<file path="src/rtl/branch_target_predictor_if.sv">
// Fetch/decode side signals of the branch target predictor: the same-cycle
// lookup path and the resolved-branch update path.
interface branch_target_predictor_if #(
  parameter int unsigned ADDR_W = 32
);
  logic              lk_valid;
  logic [ADDR_W-1:0] lk_pc;
  logic              lk_hit;
  logic              lk_taken;
  logic [ADDR_W-1:0] lk_target;

  logic              upd_valid;
  logic [ADDR_W-1:0] upd_pc;
  logic              upd_taken;
  logic [ADDR_W-1:0] upd_target;
  logic              upd_pred_taken;

  modport master (
    output lk_valid, lk_pc, upd_valid, upd_pc, upd_taken, upd_target, upd_pred_taken,
    input  lk_hit, lk_taken, lk_target
  );

  modport slave (
    input  lk_valid, lk_pc, upd_valid, upd_pc, upd_taken, upd_target, upd_pred_taken,
    output lk_hit, lk_taken, lk_target
  );
endinterface

</file>
<file path="src/rtl/branch_target_predictor.sv">
// Direct-mapped branch target buffer with saturating direction counters and
// saturating statistics counters; combinational lookup, single-edge update.
module branch_target_predictor #(
  parameter int unsigned ADDR_W  = 32,
  parameter int unsigned ENTRIES = 16,
  parameter int unsigned CTR_W   = 2,
  parameter int unsigned STAT_W  = 16
) (
  input  logic                     clk,
  input  logic                     rst,
  branch_target_predictor_if.slave bus,
  input  logic                     stat_clr,
  output logic [STAT_W-1:0]        stat_lookups,
  output logic [STAT_W-1:0]        stat_hits,
  output logic [STAT_W-1:0]        stat_mispredicts
);

  localparam int unsigned IDX_W = $clog2(ENTRIES);
  localparam int unsigned TAG_W = ADDR_W - IDX_W - 2;
  localparam logic [CTR_W-1:0] CTR_MAX  = '1;
  localparam logic [CTR_W-1:0] CTR_WEAK = CTR_W'(1) << (CTR_W - 1);

  logic [ENTRIES-1:0] valid_q;
  logic [TAG_W-1:0]   tag_q    [ENTRIES];
  logic [ADDR_W-1:0]  target_q [ENTRIES];
  logic [CTR_W-1:0]   ctr_q    [ENTRIES];

  logic [IDX_W-1:0] lk_idx, upd_idx;
  logic [TAG_W-1:0] lk_tag, upd_tag;
  logic             upd_hit;
  logic [CTR_W-1:0] upd_ctr;
  logic             unused_pc_lsbs;

  assign lk_idx  = bus.lk_pc[IDX_W+1:2];
  assign lk_tag  = bus.lk_pc[ADDR_W-1:IDX_W+2];
  assign upd_idx = bus.upd_pc[IDX_W+1:2];
  assign upd_tag = bus.upd_pc[ADDR_W-1:IDX_W+2];
  assign unused_pc_lsbs = ^{bus.lk_pc[1:0], bus.upd_pc[1:0]};

  // Lookup sees only registered state, so a same-cycle update is not bypassed.
  always_comb begin
    bus.lk_hit    = valid_q[lk_idx] && (tag_q[lk_idx] == lk_tag);
    bus.lk_taken  = bus.lk_hit && ctr_q[lk_idx][CTR_W-1];
    bus.lk_target = bus.lk_hit ? target_q[lk_idx] : '0;
  end

  always_comb begin
    upd_hit = valid_q[upd_idx] && (tag_q[upd_idx] == upd_tag);
    upd_ctr = ctr_q[upd_idx];
    if (bus.upd_taken) begin
      if (upd_ctr != CTR_MAX) upd_ctr = upd_ctr + CTR_W'(1);
    end else begin
      if (upd_ctr != '0) upd_ctr = upd_ctr - CTR_W'(1);
    end
  end

  always_ff @(posedge clk) begin
    if (rst) begin
      valid_q <= '0;
    end else if (bus.upd_valid && !upd_hit && bus.upd_taken) begin
      valid_q[upd_idx] <= 1'b1;
    end
  end

  // Payload storage carries no reset; the valid bits alone gate its use.
  always_ff @(posedge clk) begin
    if (!rst && bus.upd_valid) begin
      if (upd_hit) begin
        ctr_q[upd_idx] <= upd_ctr;
        if (bus.upd_taken) target_q[upd_idx] <= bus.upd_target;
      end else if (bus.upd_taken) begin
        tag_q[upd_idx]    <= upd_tag;
        target_q[upd_idx] <= bus.upd_target;
        ctr_q[upd_idx]    <= CTR_WEAK;
      end
    end
  end

  always_ff @(posedge clk) begin
    if (rst || stat_clr) begin
      stat_lookups     <= '0;
      stat_hits        <= '0;
      stat_mispredicts <= '0;
    end else begin
      if (bus.lk_valid && stat_lookups != '1)
        stat_lookups <= stat_lookups + STAT_W'(1);
      if (bus.lk_valid && bus.lk_hit && stat_hits != '1)
        stat_hits <= stat_hits + STAT_W'(1);
      if (bus.upd_valid && (bus.upd_pred_taken != bus.upd_taken) && stat_mispredicts != '1)
        stat_mispredicts <= stat_mispredicts + STAT_W'(1);
    end
  end

endmodule
</file>
<file path="src/flat_wrapper.sv">
// flat-port wrapper written by rule: the top's interface ports become plain ports
module branch_target_predictor_flat 
#(
  parameter int unsigned ADDR_W  = 32,
  parameter int unsigned ENTRIES = 16,
  parameter int unsigned CTR_W   = 2,
  parameter int unsigned STAT_W  = 16
)
  (clk, rst, stat_clr, stat_lookups, stat_hits, stat_mispredicts, bus_lk_valid, bus_lk_pc, bus_upd_valid, bus_upd_pc, bus_upd_taken, bus_upd_target, bus_upd_pred_taken, bus_lk_hit, bus_lk_taken, bus_lk_target);
  branch_target_predictor_if #(.ADDR_W(ADDR_W)) bus_i ();
  input  logic clk;
  input  logic rst;
  input  logic stat_clr;
  output logic [STAT_W-1:0] stat_lookups;
  output logic [STAT_W-1:0] stat_hits;
  output logic [STAT_W-1:0] stat_mispredicts;
  input wire logic [$bits(bus_i.lk_valid)-1:0] bus_lk_valid;
  input wire logic [$bits(bus_i.lk_pc)-1:0] bus_lk_pc;
  input wire logic [$bits(bus_i.upd_valid)-1:0] bus_upd_valid;
  input wire logic [$bits(bus_i.upd_pc)-1:0] bus_upd_pc;
  input wire logic [$bits(bus_i.upd_taken)-1:0] bus_upd_taken;
  input wire logic [$bits(bus_i.upd_target)-1:0] bus_upd_target;
  input wire logic [$bits(bus_i.upd_pred_taken)-1:0] bus_upd_pred_taken;
  output wire logic [$bits(bus_i.lk_hit)-1:0] bus_lk_hit;
  output wire logic [$bits(bus_i.lk_taken)-1:0] bus_lk_taken;
  output wire logic [$bits(bus_i.lk_target)-1:0] bus_lk_target;
  assign bus_i.lk_valid = bus_lk_valid;
  assign bus_i.lk_pc = bus_lk_pc;
  assign bus_i.upd_valid = bus_upd_valid;
  assign bus_i.upd_pc = bus_upd_pc;
  assign bus_i.upd_taken = bus_upd_taken;
  assign bus_i.upd_target = bus_upd_target;
  assign bus_i.upd_pred_taken = bus_upd_pred_taken;
  assign bus_lk_hit = bus_i.lk_hit;
  assign bus_lk_taken = bus_i.lk_taken;
  assign bus_lk_target = bus_i.lk_target;
  branch_target_predictor #(.ADDR_W(ADDR_W), .ENTRIES(ENTRIES), .CTR_W(CTR_W), .STAT_W(STAT_W)) u_core (.clk(clk), .rst(rst), .bus(bus_i), .stat_clr(stat_clr), .stat_lookups(stat_lookups), .stat_hits(stat_hits), .stat_mispredicts(stat_mispredicts));
endmodule
</file>
<file path="config.mk">
export PLATFORM = sky130hd
export DESIGN_NAME = branch_target_predictor_flat
export DESIGN_NICKNAME = d
export VERILOG_FILES = /design/src/rtl/branch_target_predictor_if.sv /design/src/rtl/branch_target_predictor.sv /design/src/flat_wrapper.sv
export SDC_FILE = /design/constraint.sdc
export NUM_CORES = 1
export LEC_CHECK = 0
export BUFFER_PORTS_ARGS = -buffer_cell sky130_fd_sc_hd__buf_2
export CAP_MARGIN = 20
export CORE_AREA = 2 2 280 282
export CTS_BUF_LIST = sky130_fd_sc_hd__clkbuf_8
export DETAILED_ROUTE_END_ITERATION = 7
export DIE_AREA = 0 0 282 284
export MAX_ROUTING_LAYER = met4
export PLACE_DENSITY = 0.78
export SLEW_MARGIN = 20
export SYNTH_ARGS = -nofsm -noshare
export SYNTH_HDL_FRONTEND = slang
export SYNTH_SLANG_ARGS = --single-unit
</file>
<file path="constraint.sdc">
create_clock -name clk -period 6 [get_ports clk]
set_clock_uncertainty 0.15 [all_clocks]
set_input_delay 1.2 -clock clk [delete_from_list [all_inputs] [get_ports clk]]
set_output_delay 1.2 -clock clk [all_outputs]
set_load 0.005 [all_outputs]
</file>
==> results.ini <==
[clock_tree]
clockBufferDepth = 3
htree_levels = 4
post_cts_buffers = 0
cts_buffers = 160
clk_latency_ns = 0.84
cts_hold_buf = 0
clkTransAtPathRegs_ns = 0.05
tritoncts = built
clock_sinks = 1024
cts-root-buf = clkbuf_8
ctsResizeCount = 0

[power]
p_switching_mw = 3.43
pwr-share-clk = 0.387
combinationalPowerShare = 0.069
intPower_mw = 11.1
p_leak_nw = 16.7
sw_frac_of_total = 0.236
power_mw = 14.5
ir_worst_vdd_mv = 0.210
seqPwrFrac = 0.544
p_per_area_mw_per_mm2 = 288

[status]
status = finished clean

[timing]
fin_crit_ns = 5.68
hold_slack_ns = 0.328
max_freq_mhz = 176
max_slew_margin = 0.261
tns_ns = 0
grt_setup_unrepaired = false
maxSlewViolCount = 0
post-route-period-util = 0.947
setup_ws_ns = 0.319
tightest_slew_ns = 1.11
finalHoldViolations = 0
setup_viol = 0

[detailed_routing]
vias_per_cell = 6.62
drc = 0
drtIter0Drc = 3522
drtPass1Iterations = 6
wire_per_inst_um = 29.8
finalWirelength_um = 111000
ant_nets = 0
via_count = 24674

[floorplan]
rows = 102
io_pins = 185
start_util = 0.575
coreArea_mm2 = 0.0770
chipWidth_um = 282
die_h_um = 284
dieArea_mm2 = 0.0801

[synthesis]
ys_top_cells_by_count = 960 x edfxtp_1, 376 x mux4_2, 105 x mux2i_1
yosysTopAreaCellShare = 0.652
synth_top_area_cell = edfxtp_1
syn_area_per_cell_um2 = 19.9
synth_cell_types = 70
synth_edf_count = 960
synth_seq_cells = 1024
ys_async_sr_fraction = 0
syn_nets = 2328
synth_area_mm2 = 0.0442
synth_area_leaders = edfxtp_1 65%, mux4_2 19%, dfxtp_1 2.9%
ys.flop_type = edfxtp_1
post-synth-top-count-cell = edfxtp_1
syn_inst = 2222
yosysWarningCount = 0
seq_area_frac_synth = 0.681

[placement]
gp_congestion = 0.905
placed_cells = 3424
dpl.hpwl_um = 67200
io_buffers = 180
dpl-instance-area_mm2 = 0.0472
dpl_worst_slack_ns = 0.249

[finish]
fin_nets = 2653
syn_to_final_growth_pct = 13.8
drive_gt1_frac = 0.359
finalNonFillerCells = 3725
post-route-util = 0.654
finalInstanceArea_mm2 = 0.0503

[setup_path]
path_class = in2out
crit_required_ns = 4.65
cp-end-kind = primary output
cp-start-kind = input port
worstPathArrival_ns = 4.33
cp_max_fo = 47

[grt]
grt_first_pass_wirelength_um = 163000
grt_max_degree = 93
grt_pass1_vias = 25103
overflow = 0
track_usage = 0.290
antenna_found_initial = 17

[run]
cap_viol_max_count = 0

[min_path]
hold_class = reg2reg

[routing by layer]
metal,up-vias,track usage,wire (µm),share of wire
met5,-,-,0,0
met4,0,0.0987,3100,0.028
met3,222,0.0603,11900,0.11
met2,1613,0.448,55100,0.50
met1,12792,0.387,40700,0.37
li1,10047,-,-,-
[layout make-up]
class	count	area, µm²
multi-input combinational	1054	13600
clock inverter	123	836
fill	4885	26600
clock buffer	161	2220
antenna	16	40.0
tap	1040	1300
timing repair buffer	298	2170
inverter	9	36.3
sequential	1024	30100
[power by group through the flow]
stage / Combinational (mW) / Clock [mW] / Sequential (mW)
floorplan: 0.626 / 0 / 8.02
global placement: 0.972 / 0 / 8.02
detailed placement: 0.997 / 0 / 8.03
CTS: 1.00 / 5.68 / 7.88
global route: 1.06 / 5.99 / 7.88
finish: 1.01 / 5.61 / 7.88
[cell usage in the layout, fill, tap and decap left out, drive strengths merged, types with 10 or more instances in the layout]
cell    netlist  final
xnor2        46     46
o21ai        28     28
a21o         15     15
nand2        41     41
clkbuf       45    161
a22oi        13     13
mux2         20     20
or3          15     15
nand4        20     20
nor2b        48     48
edfxtp      960    960
nand2b       10     10
nor3         37     37
dfxtp        64     64
a221oi       10     10
diode         0     16
clkinv        0     64
nor2         72     72
a21oi        25     25
nor4         10     10
mux4        376    376
buf          90    298
inv           9     63
nand3        26     26
xor2         33     33
mux2i       105    105
[flip-flops by register name (all words and copies together) (netlist names)]
register	flops
u_core.valid_q	16
u_core.target_q	512
u_core.stat_lookups	16
u_core.ctr_q	32
u_core.stat_hits	16
u_core.tag_q	416
u_core.stat_mispredicts	16
[worst paths after layout]
path,from,endpoint,slack (ns),cells past startpoint
min,u_core.valid_q[13]$_SDFFE_PP0P_,u_core.valid_q[13]$_SDFFE_PP0P_,0.33,1
min reg2reg,u_core.valid_q[13]$_SDFFE_PP0P_,u_core.valid_q[13]$_SDFFE_PP0P_,0.33,1
max,bus_lk_pc[3],bus_lk_target[31],0.32,12
max reg2reg,u_core.tag_q[2][13]$_DFFE_PP_,u_core.ctr_q[1][1]$_DFFE_PP_,1.69,8
[cell families (layout without fill, tap and decap cells)]
group | Yosys count | in the layout | synth area share
AOI/OAI and AO/OA | 159 | 159 | 0.0260
xor gates and xnor gates | 79 | 79 | 0.0156
adders and majority gates | 3 | 3 | 0.000849
buffers and inverters | 144 | 591 | 0.0166
DFF | 1024 | 1024 | 0.681
muxes | 501 | 501 | 0.220
other | 0 | 16 | 0
and+or+nand+nor | 312 | 312 | 0.0397
[worst max-delay path, stage by stage]
cell	delay, ns
buf_8	0.21
buf_12	0.33
mux4_2	0.36
mux4_2	0.52
xnor2_1	0.38
nand4_1	0.15
nor3_1	0.23
buf_4	0.16
nand3_2	0.13
buf_12	0.24
nor2b_1	0.18
buf_2	0.14
(Power assumes the default switching activity.)
